===== config.mk =====
export PLATFORM = sky130hd
export DESIGN_NAME = seq_detect_param
export DESIGN_NICKNAME = d
export VERILOG_FILES = /design/src/rtl/seq_detect_param.sv
export SDC_FILE = /design/constraint.sdc
export NUM_CORES = 1
export LEC_CHECK = 0
export ABC_CLOCK_PERIOD_IN_PS = 2500
export BUFFER_PORTS_ARGS = -buffer_cell sky130_fd_sc_hd__buf_4
export CAP_MARGIN = 0
export CORE_MARGIN = 8
export CORE_UTILIZATION = 50
export DETAILED_ROUTE_END_ITERATION = 7
export GPL_TIMING_DRIVEN = 0
export PLACE_DENSITY = 0.79
export SLEW_MARGIN = 20
export SYNTH_ARGS = -nofsm -noshare
export SYNTH_HDL_FRONTEND = slang
export SYNTH_SLANG_ARGS = --single-unit
export TNS_END_PERCENT = 20

===== constraint.sdc =====
create_clock -name clk -period 2.5 [get_ports clk]
set_clock_uncertainty 0.2 [all_clocks]
set_input_delay 0.5 -clock clk [delete_from_list [all_inputs] [get_ports clk]]
set_output_delay 0.5 -clock clk [all_outputs]
set_load 0.01 [all_outputs]

===== src/rtl/seq_detect_param.sv =====
// Serial pattern detector with a run-time loadable pattern, a per-bit
// don't-care mask, overlapping and non-overlapping match modes, and a
// saturating match counter. Every output comes straight from a register.
module seq_detect_param #(
  parameter int             W           = 8,
  parameter int             CNT_W       = 8,
  parameter logic [W-1:0]   RST_PATTERN = W'('b10011010)
) (
  input  logic             clk,
  input  logic             rst,
  input  logic             in_vld,
  input  logic             in,
  input  logic             cfg_vld,
  input  logic [W-1:0]     cfg_pattern,
  input  logic [W-1:0]     cfg_mask,
  input  logic             cfg_overlap,
  input  logic             cnt_clr,
  output logic             match,
  output logic [CNT_W-1:0] match_cnt,
  output logic             hist_full
);

  localparam int                HIST_W   = $clog2(W + 1);
  localparam logic [HIST_W-1:0] HIST_MAX = HIST_W'(W);

  logic [W-1:0]      shift_r;
  logic [W-1:0]      pattern_r;
  logic [W-1:0]      mask_r;
  logic              overlap_r;
  logic [HIST_W-1:0] hist;

  logic [W-1:0]      shift_w;
  logic [HIST_W-1:0] hist_w;
  logic              hit_p0;

  // History depth only needs to know "at least W bits seen", so it parks at W.
  function automatic logic [HIST_W-1:0] hist_sat_inc(input logic [HIST_W-1:0] v);
    return (v == HIST_MAX) ? v : v + 1'b1;
  endfunction

  // Match counter sticks at all-ones instead of wrapping.
  function automatic logic [CNT_W-1:0] cnt_sat_inc(input logic [CNT_W-1:0] v);
    return (v == {CNT_W{1'b1}}) ? v : v + 1'b1;
  endfunction

  // Stage p0: post-shift window and masked compare for the current beat.
  // A config load in the same cycle swallows the beat, so it cannot match.
  always_comb begin
    shift_w = (shift_r << 1) | W'(in);
    hist_w  = hist_sat_inc(hist);
    hit_p0  = in_vld && !cfg_vld && (hist_w == HIST_MAX) &&
              (((shift_w ^ pattern_r) & mask_r) == '0);
  end

  // Stage p1: window, history depth, configuration and the match pulse.
  // Non-overlapping mode restarts the history after a hit so the next
  // occurrence has to be built from W fresh bits.
  always_ff @(posedge clk) begin
    if (rst) begin
      shift_r   <= '0;
      hist      <= '0;
      pattern_r <= RST_PATTERN;
      mask_r    <= '1;
      overlap_r <= 1'b1;
      match     <= 1'b0;
    end else begin
      match <= hit_p0;
      if (cfg_vld) begin
        pattern_r <= cfg_pattern;
        mask_r    <= cfg_mask;
        overlap_r <= cfg_overlap;
        shift_r   <= '0;
        hist      <= '0;
      end else if (in_vld) begin
        shift_r <= shift_w;
        hist    <= (hit_p0 && !overlap_r) ? '0 : hist_w;
      end
    end
  end

  // Stage p2: count registered match pulses; a clear in the same cycle as a
  // pulse clears first and then counts that pulse.
  always_ff @(posedge clk) begin
    if (rst) begin
      match_cnt <= '0;
    end else if (cnt_clr) begin
      match_cnt <= match ? CNT_W'(1) : '0;
    end else if (match) begin
      match_cnt <= cnt_sat_inc(match_cnt);
    end
  end

  assign hist_full = (hist == HIST_MAX);

endmodule


## Word level (Yosys, flattened, before mapping)

Cells that the tools add are included.

- Memories kept: 0
- Bits in registers: 37
- Latch bits: 0
- Input port bits: 23
- Output and inout port bits: 10
- Word-level logic and storage cells: 32
- Bits in read-only memories: 0
- RAM bits: 0

- Equality and inequality tests: 4
- Shift operators: 0
- Add/sub/neg operators: 2
- Bitwise logic cells: 3
- $mul: 0
- Magnitude comparators: 0
- Divide/modulo/power cells: 0
- Reduce and logical (&&, ||, !) cells: 10
- Mux-type cells: 6

Operators with widths:

| kind | count |
|---|---|
| $mux 8 | 3 |
| $add 8x1->8 const B | 1 |
| $and 8x8->8 | 1 |
| $eq 4x4->1 const B | 2 |
| $eq 8x8->1 const B | 1 |
| $logic_not 8->1 | 1 |
| $mux 4 | 2 |
| $or 8x1->8 | 1 |
| $xor 8x8->8 | 1 |
| $add 4x1->4 const B | 1 |
| $logic_and 1x1->1 | 4 |
| $logic_not 1->1 | 2 |
| $ne 2x2->1 const B | 1 |
| $reduce_and 2->1 | 1 |
| $reduce_bool 2->1 | 1 |
| $reduce_or 2->1 | 1 |
| $mux 1 | 1 |

## Depth between registers and ports, before layout

Gate-level depths: netlist of run 1.

- Word-level depth: 7
- Gate-level depth with buffers: 6
- Mapped depth without buffers: 6

## Worst setup path before layout of run 1

OpenSTA, ideal clock, no wires.

- Path kind: register to register
- Start: reg match_cnt[0]
- End: reg match_cnt[3]
- Cell stages (with the launch flop): 6
- Setup slack: 0.820 ns
- Clock period less this slack: 1.680 ns
- Arrival: 1.357 ns
- Buffers on the path: 0
- Required time: 2.178 ns
- Library setup time: 0.122 ns
- Cells stage by stage: dfxtp_1 ha_1 nand4_1 o31ai_2 xor2_1 nor2_1

- Cells in the longest elaborated chain, start to end: 4
- Elaborated cells on any way between the ends: 7
- Classes of those cells: 1 x add/sub; 2 x eq/ne; 3 x mux; 1 x reduce/logical

RTL lines:

| what | RTL line | text |
|---|---|---|
| start, declared | 19 | `output logic [CNT_W-1:0] match_cnt,` |
| start signal, assigned | 87 | `match_cnt <= match ? CNT_W'(1) : '0;` |
| start signal, assigned | 89 | `match_cnt <= cnt_sat_inc(match_cnt);` |
| $add 8x1->8 | 43 | `return (v == {CNT_W{1'b1}}) ? v : v + 1'b1;` |
| $mux 8 | 43 |  |
| $mux 8 | 88 | `end else if (match) begin` |
| $mux 8 | 86 | `end else if (cnt_clr) begin` |

Parallel ways exist; a longest one is shown, timed or not. The select of a mux whose other input is x is not followed.
A chain may end at the register's enable or synchronous reset.

## Worst setup path after layout of run 1

- Start: reg hist[0]
- End: out hist_full

- Cells in the longest elaborated chain, start to end: 1

RTL lines:

| what | RTL line | text |
|---|---|---|
| start, declared | 30 | `logic [HIST_W-1:0] hist;` |
| start signal, assigned | 76 | `hist <= (hit_p0 && !overlap_r) ? '0 : hist_w;` |
| $eq 4x4->1 | 93 | `assign hist_full = (hist == HIST_MAX);` |
| end, declared | 20 | `output logic hist_full` |

No other way between the ends.

==> flow_metrics.py, run 1 <==
metrics = {
    "run_status": {
        "status": "finished, final reports clean",
    },
    "clocking": {
        "clk_path_buf_depth": 2,
        "path_clk_slew_ns": 0.11,
        "cts_hold_buf": 0,
        "cts_sinks": 37,
        "clock-root-buffer": "clkbuf_4",
        "cts_setup_buffers": 0,
        "cts_buffers": 5,
        "cts.repair.resized": 0,
        "cts_htree_levels": 2,
        "clk_latency_ns": 0.35,
        "cts_tree": "done",
    },
    "logic_synthesis": {
        "syn-num-nets": 198,
        "synth_top_family_by_area": "compound AO/OA/AOI/OAI gates",
        "synth_top_cell_by_area": "dfxtp_1",
        "synth_mux_area_share_pct": 7.849,
        "synth_edf_count": 0,
        "netlist_area_um2": 1658,
        "synth_warnings": 0,
        "netlist-cell-type-count": 36,
        "synth_xor_area_share_pct": 5.811,
        "synth_top_area_share_pct": 44.68,
        "async_reset_ff_share_pct": 0,
        "synthSimpleGateAreaFrac_pct": 17.96,
        "yosysMostFrequentCell": "dfxtp_1",
        "ys_ff_latch": 37,
        "synth_seq_area_share_pct": 44.68,
        "synthTopCellsByCount": "37 x dfxtp_1, 20 x nor2_1, 16 x nor2b_1",
        "netlist_top_cells_area": "dfxtp_1 45%, mux2i_1 7.8%, a211o_1 6.9%",
        "synth-main-ff-cell": "dfxtp_1",
        "synth-compound-area-share_pct": 18.11,
        "syn_inst": 172,
        "syn_area_per_cell_um2": 9.639,
        "yosys.area_share.adder_pct": 2.264,
    },
    "setup_path": {
        "path_cells": "inv_1 -> ha_1 -> nand3b_1 -> inv_1 -> buf_4",
        "start_kind": "register",
        "slowest_stage": "dfxtp_1",
        "crit_top_cell": "inv_1",
        "max_stage_delay_ns": 0.44,
        "cp.buffers_inverters": 3,
        "worstSetupPathType": "register to output pin",
        "worstPathRequired_ns": 1.80,
        "worst_ep_arrival_time_ns": 1.47,
        "cp_max_fo": 5,
        "cp-end-kind": "output pin",
        "cpLargestDelayFamily": "flip-flops",
    },
    "global_routing": {
        "antenna_found_initial": 0,
        "grt_pass1_wl_um": 6382,
        "gr-usage-all-layers_pct": 15.01,
        "grt_pass1_vias": 1426,
        "grt_max_degree": 12,
        "grt_overflow": 0,
    },
    "timing": {
        "timing.final.crit_share_pct": 86.81,
        "fmax_mhz": 460.8,
        "finalSetupViolations": 0,
        "tightest_slew_ns": 0.5104,
        "maxSlewViolCount": 0,
        "rsz0062_at_grt": "false",
        "relSlewSlack_pct": 65.97,
        "fin_crit_ns": 2.170,
        "fin_tns_setup_ns": 0,
        "hold_viol": 0,
    },
    "detailed_routing": {
        "num_vias": 1394,
        "detail-route-antenna-nets": 0,
        "drt_first_pass_iters": 4,
        "routed_wl_um": 3776,
        "viasPerCell": 5.403,
        "routedWlPerCell_um": 14.64,
        "first_iter_violations": 102,
        "drc": 0,
    },
    "power_and_ir_drop": {
        "p_leak_nw": 0.8720,
        "intPower_uw": 834.6,
        "peakVddDrop_uv": 455.7,
        "switching_share_pct": 24.35,
        "power_switching_uw": 268.7,
        "clkPwrFrac_pct": 33.1,
        "seqPwrFrac_pct": 56.5,
        "power_density_nw_per_um2": 544.6,
        "combPwrFrac_pct": 10.4,
    },
    "floorplanning": {
        "initial_core_util_pct": 50.88,
        "die_area_um2": 5414,
        "coreArea_um2": 3258,
        "rows": 21,
        "die_y_um": 73.58,
        "fp.dieW_um": 73.58,
        "pin_count": 33,
    },
    "final_layout": {
        "post-route-util_pct": 62.17,
        "final-instance-count-excl-fill": 258,
        "nFillCells": 296,
        "diodes": 0,
        "syn2layout_area_growth_pct": 22.19,
        "drive_above_1_share_pct": 21.70,
        "stdcell_area_um2": 2026,
        "layout.nets": 237,
    },
    "hold_path": {
        "hp-class": "primary input to register",
    },
    "placement": {
        "dp.final_hpwl_um": 2867,
        "place_area_um2": 1956,
        "post-place-cells": 250,
        "place_congestion": 0.8605,
        "port_buffers": 32,
    },
    "job": {
        "drv_cap": 0,
    },
}
## state kept, by name, indices dropped and copies added, names as in the netlist
signal,cells
shift_r,7
pattern_r,8
overlap_r,1
match_cnt,8
hist,4
match,1
mask_r,8
## power by group through the flow
stage,Combinational [mW],Clock (mW),Sequential [mW]
2_1_floorplan,0.0684,0,0.633
3_3_place_gp,0.110,0,0.636
3_5_place_dp,0.115,0,0.636
4_1_cts,0.115,0.371,0.623
5_1_grt,0.128,0.396,0.625
6_report,0.115,0.365,0.623
## placed cells by master (no fill, tap or decap), types with 2 or more instances in the layout
cell,Yosys,final
buf_4,1,33
mux2i_1,13,13
o21ai_0,4,4
nor2b_1,16,16
a211oi_1,2,2
a21oi_1,5,5
nand2_1,4,4
a41oi_1,2,2
inv_1,4,4
clkbuf_4,0,5
or2_1,2,2
nor3_1,3,3
buf_2,2,2
nand3b_1,2,2
xor2_1,10,10
nand3_1,4,4
dfxtp_1,37,37
clkbuf_1,6,6
clkbuf_8,0,2
nand4_1,2,2
a211o_1,13,13
a22oi_1,3,3
ha_1,3,3
nor2_1,20,20
## worst paths after layout
| check | startpoint | end | slack, ns | cells after the start |
|---|---|---|---|---|
| setup / recovery | hist[0] | hist_full | 0.33 | 5 |
| hold reg to reg | pattern_r[0] | pattern_r[0] | 0.34 | 2 |
| hold / removal | cfg_mask[1] | mask_r[1] | 0.15 | 2 |
| setup reg to reg | match_cnt[0] | match_cnt[7] | 0.62 | 5 |
## final cells by class
cell class	instances	area (µm²)	area share (%)
multi-input combinational	122	862.1	42.56
sequential	37	740.7	36.57
timing repair buffer	32	240.2	11.86
clock buffer	7	65.06	3.212
tap	46	57.56	2.841
buffer	9	40.04	1.977
inverter	4	15.01	0.7412
clock inverter	1	5.005	0.2471
## stage by stage
stage                     hold WS (ns)  total power [mW]  setup WS [ns]
final                           0.1507             1.103         0.3297
after global routing            0.1322             1.149         0.2462
after CTS                       0.1419             1.109         0.3366
after detailed placement        0.3114            0.7511         0.6561
after global placement          0.2965            0.7457         0.7412
after floorplan                 0.2804            0.7011         0.8204
## worst reg2reg max path, delay by kind of cell (launching register included)
family,cells,cell delay [ns]
AOI/OAI and AO/OA,2,0.50
adders and majority gates,1,0.25
and+or+nand+nor,2,0.38
DFF,1,0.43
## cells by family after synthesis
kind of cell	count (synthesis)
AND/OR/NAND/NOR	57
AO/OA/AOI/OAI	38
flip-flops	37
buffers and inverters	13
multiplexers	13
XOR/XNOR	11
adder cells (fa/ha/maj)	3
## per-layer routing
layer	vias to the layer above	global-route usage, %	share of wire [%]
met5	-	0	0
met2	33	23.92	47
met4	0	7.317	2.2
met1	655	17.86	45
met3	8	4.366	5.9
li1	698	-	-
Note: power is estimated with default switching activity, not from simulation.
==> inputs of run 2 (changes only) <==
Settings changed: ABC_AREA set to 1, CORE_UTILIZATION 50 to 58, PLACE_DENSITY 0.79 to 0.88.
==> flow_metrics.py, run 2 <==
metrics = {
    "setup_path": {
        "r2r_slack_ns": 0.69,
        "crit_top_cell": "inv_1",
        "path_cells": "inv_1 -> ha_1 -> nand3_1 -> inv_1 -> buf_4",
        "slowest_stage": "dfxtp_1",
        "reg2regPathDepth": 11,
        "reg2reg_from": "match_cnt[0]",
        "start_kind": "register",
        "cp_max_fo": 5,
        "worstPathRequired_ns": 1.80,
        "worstSetupPathType": "register to output pin",
        "cp-end-kind": "output pin",
        "max_stage_delay_ns": 0.42,
        "r2r_end": "match_cnt[0]",
        "worst_ep_arrival_time_ns": 1.39,
    },
    "logic_synthesis": {
        "ys_ff_latch": 37,
        "syn_inst": 248,
        "async_reset_ff_share_pct": 0,
        "yosysMostFrequentCell": "nand2_1",
        "synth_top_cell_by_area": "dfxtp_1",
        "syn_area_per_cell_um2": 6.902,
        "syn-num-nets": 274,
        "synth_top_area_share_pct": 43.27,
        "netlist_area_um2": 1712,
        "synth_seq_area_share_pct": 43.27,
        "netlist_top_cells_area": "dfxtp_1 43%, nand2_1 17%, nor2_1 7.0%",
        "netlist-cell-type-count": 25,
        "synthTopCellsByCount": "76 x nand2_1, 37 x dfxtp_1, 32 x nor2_1",
        "synth-main-ff-cell": "dfxtp_1",
        "synth_warnings": 0,
        "synth_edf_count": 0,
    },
    "final_layout": {
        "final-instance-count-excl-fill": 317,
        "reg.largest.list": "mask_r (8), match_cnt (8), pattern_r (8)",
        "layout_common_cells": "76 x nand2_1, 37 x dfxtp_1, 32 x nor2_1",
        "layout.nets": 311,
        "drive_above_1_share_pct": 17.83,
        "diodes": 0,
        "nFillCells": 225,
        "layout_commonest_cell": "nand2_1",
        "stdcell_area_um2": 2059,
        "syn2layout_area_growth_pct": 20.32,
        "post-route-util_pct": 74.04,
    },
    "timing": {
        "fin_tns_setup_ns": 0,
        "relSlewSlack_pct": 70.83,
        "finalSetupViolations": 0,
        "worst_hold_slack_ns": 0.1621,
        "fmax_mhz": 478.6,
        "fin_ws_ns": 0.4106,
        "maxSlewViolCount": 0,
        "timing.final.crit_share_pct": 83.57,
        "tightest_slew_ns": 0.4376,
        "fin_crit_ns": 2.089,
        "rsz0062_at_grt": "false",
        "hold_viol": 0,
    },
    "detailed_routing": {
        "viasPerCell": 5.208,
        "routedWlPerCell_um": 11.56,
        "detail-route-antenna-nets": 0,
        "routed_wl_um": 3663,
        "num_vias": 1651,
        "drt_first_pass_iters": 4,
        "first_iter_violations": 120,
        "drc": 0,
    },
    "placement": {
        "port_buffers": 30,
        "post-place-cells": 309,
        "dpl_worst_slack_ns": 0.6683,
        "place_congestion": 0.8990,
        "dp.final_hpwl_um": 2766,
        "place_area_um2": 1976,
    },
    "hold_path": {
        "whs_endpoint": "pattern_r[7]",
        "whs_path_depth": 3,
        "hp-start": "cfg_pattern[7]",
        "hp-class": "primary input to register",
    },
    "power_and_ir_drop": {
        "power_density_nw_per_um2": 562.1,
        "p_leak_nw": 0.9183,
        "peakVddDrop_uv": 582.1,
        "p_total_mw": 1.158,
    },
    "global_routing": {
        "use_met3_pct": 5.367,
        "gr-usage-all-layers_pct": 15.46,
        "grt-busiest-layer": "met2",
        "grt_use_met1_pct": 15.65,
        "met2_usage_pct": 28.37,
        "grt_max_degree": 14,
        "grt_overflow": 0,
        "grt_pass1_vias": 1586,
        "antenna_found_initial": 0,
        "grt_pass1_wl_um": 6520,
    },
    "run_status": {
        "status": "finished, final reports clean",
    },
    "clocking": {
        "cts_tree": "done",
        "cts.repair.resized": 0,
        "cts_buffers": 5,
        "clk_path_buf_depth": 2,
        "cts_setup_buffers": 0,
        "cts_hold_buf": 0,
        "clk_latency_ns": 0.35,
        "clock-root-buffer": "clkbuf_4",
        "cts_htree_levels": 2,
        "path_clk_slew_ns": 0.13,
        "cts_sinks": 37,
    },
    "floorplanning": {
        "die_y_um": 70.33,
        "fp.dieW_um": 70.33,
        "die_area_um2": 4946,
        "initial_core_util_pct": 61.54,
        "coreArea_um2": 2781,
        "rows": 19,
        "pin_count": 33,
    },
    "job": {
        "drv_cap": 0,
    },
}
==> run 2: cell count changes after synthesis, moves of 3 or more <==
| cell | change |
|---|---|
| inv_1 | +16 |
| nor2b_1 | -16 |
| o21ai_0 | +7 |
| a22oi_1 | -3 |
| a21oi_1 | +14 |
| nand2_1 | +72 |
| a21oi_2 | +3 |
| nand3_1 | +16 |
| nor2_1 | +12 |
| nor3_1 | -3 |
| mux2i_1 | -13 |
| xor2_1 | -8 |
| a211o_1 | -13 |
==> run 2: worst max path at each step <==
stage                       from            to
global route             hist[0]     hist_full
detailed placement       cfg_vld       hist[3]
finish                   hist[0]     hist_full
CTS                      hist[0]     hist_full
global placement         cfg_vld       hist[3]
floorplan           match_cnt[0]  match_cnt[7]
==> run 2: critical path, delay by kind of cell, from the launching register on <==
family	cells	cell delay [ns]
AND/OR/NAND/NOR	1	0.12
buffers and inverters	3	0.29
flip-flops	1	0.42
adder cells (fa/ha/maj)	1	0.22
==> run 2: per-layer routing <==
| metal | up-vias | part of all wire, % |
|---|---|---|
| li1 | 870 | - |
| met1 | 743 | 44 |
| met2 | 31 | 49 |
| met3 | 7 | 5.4 |
| met4 | 0 | 1.6 |
| met5 | - | 0 |
==> run 2: final cells by class <==
class,count,area (µm²),area share [%]
multi-input combinational,181,852.1,41.37
sequential,37,740.7,35.97
timing repair buffer,30,225.2,10.94
inverter,24,95.09,4.617
clock inverter,3,46.29,2.248
tap,31,38.79,1.883
clock buffer,5,37.54,1.823
buffer,6,23.77,1.154
==> run 2: where the power goes <==
part	switching [mW]	internal (mW)
clock	0.206	0.212
sequential	0.0142	0.612
combinational	0.0632	0.0504
==> run 2: cells by family (layout without fill, tap and decap cells) <==
family	Yosys count	count (layout)	share of synthesized area, %
AO/OA/AOI/OAI	36	36	11.55
XOR/XNOR	3	3	1.535
adder cells (fa/ha/maj)	3	3	2.193
buffers and inverters	30	68	6.944
flip-flops	37	37	43.27
AND/OR/NAND/NOR	139	139	34.50
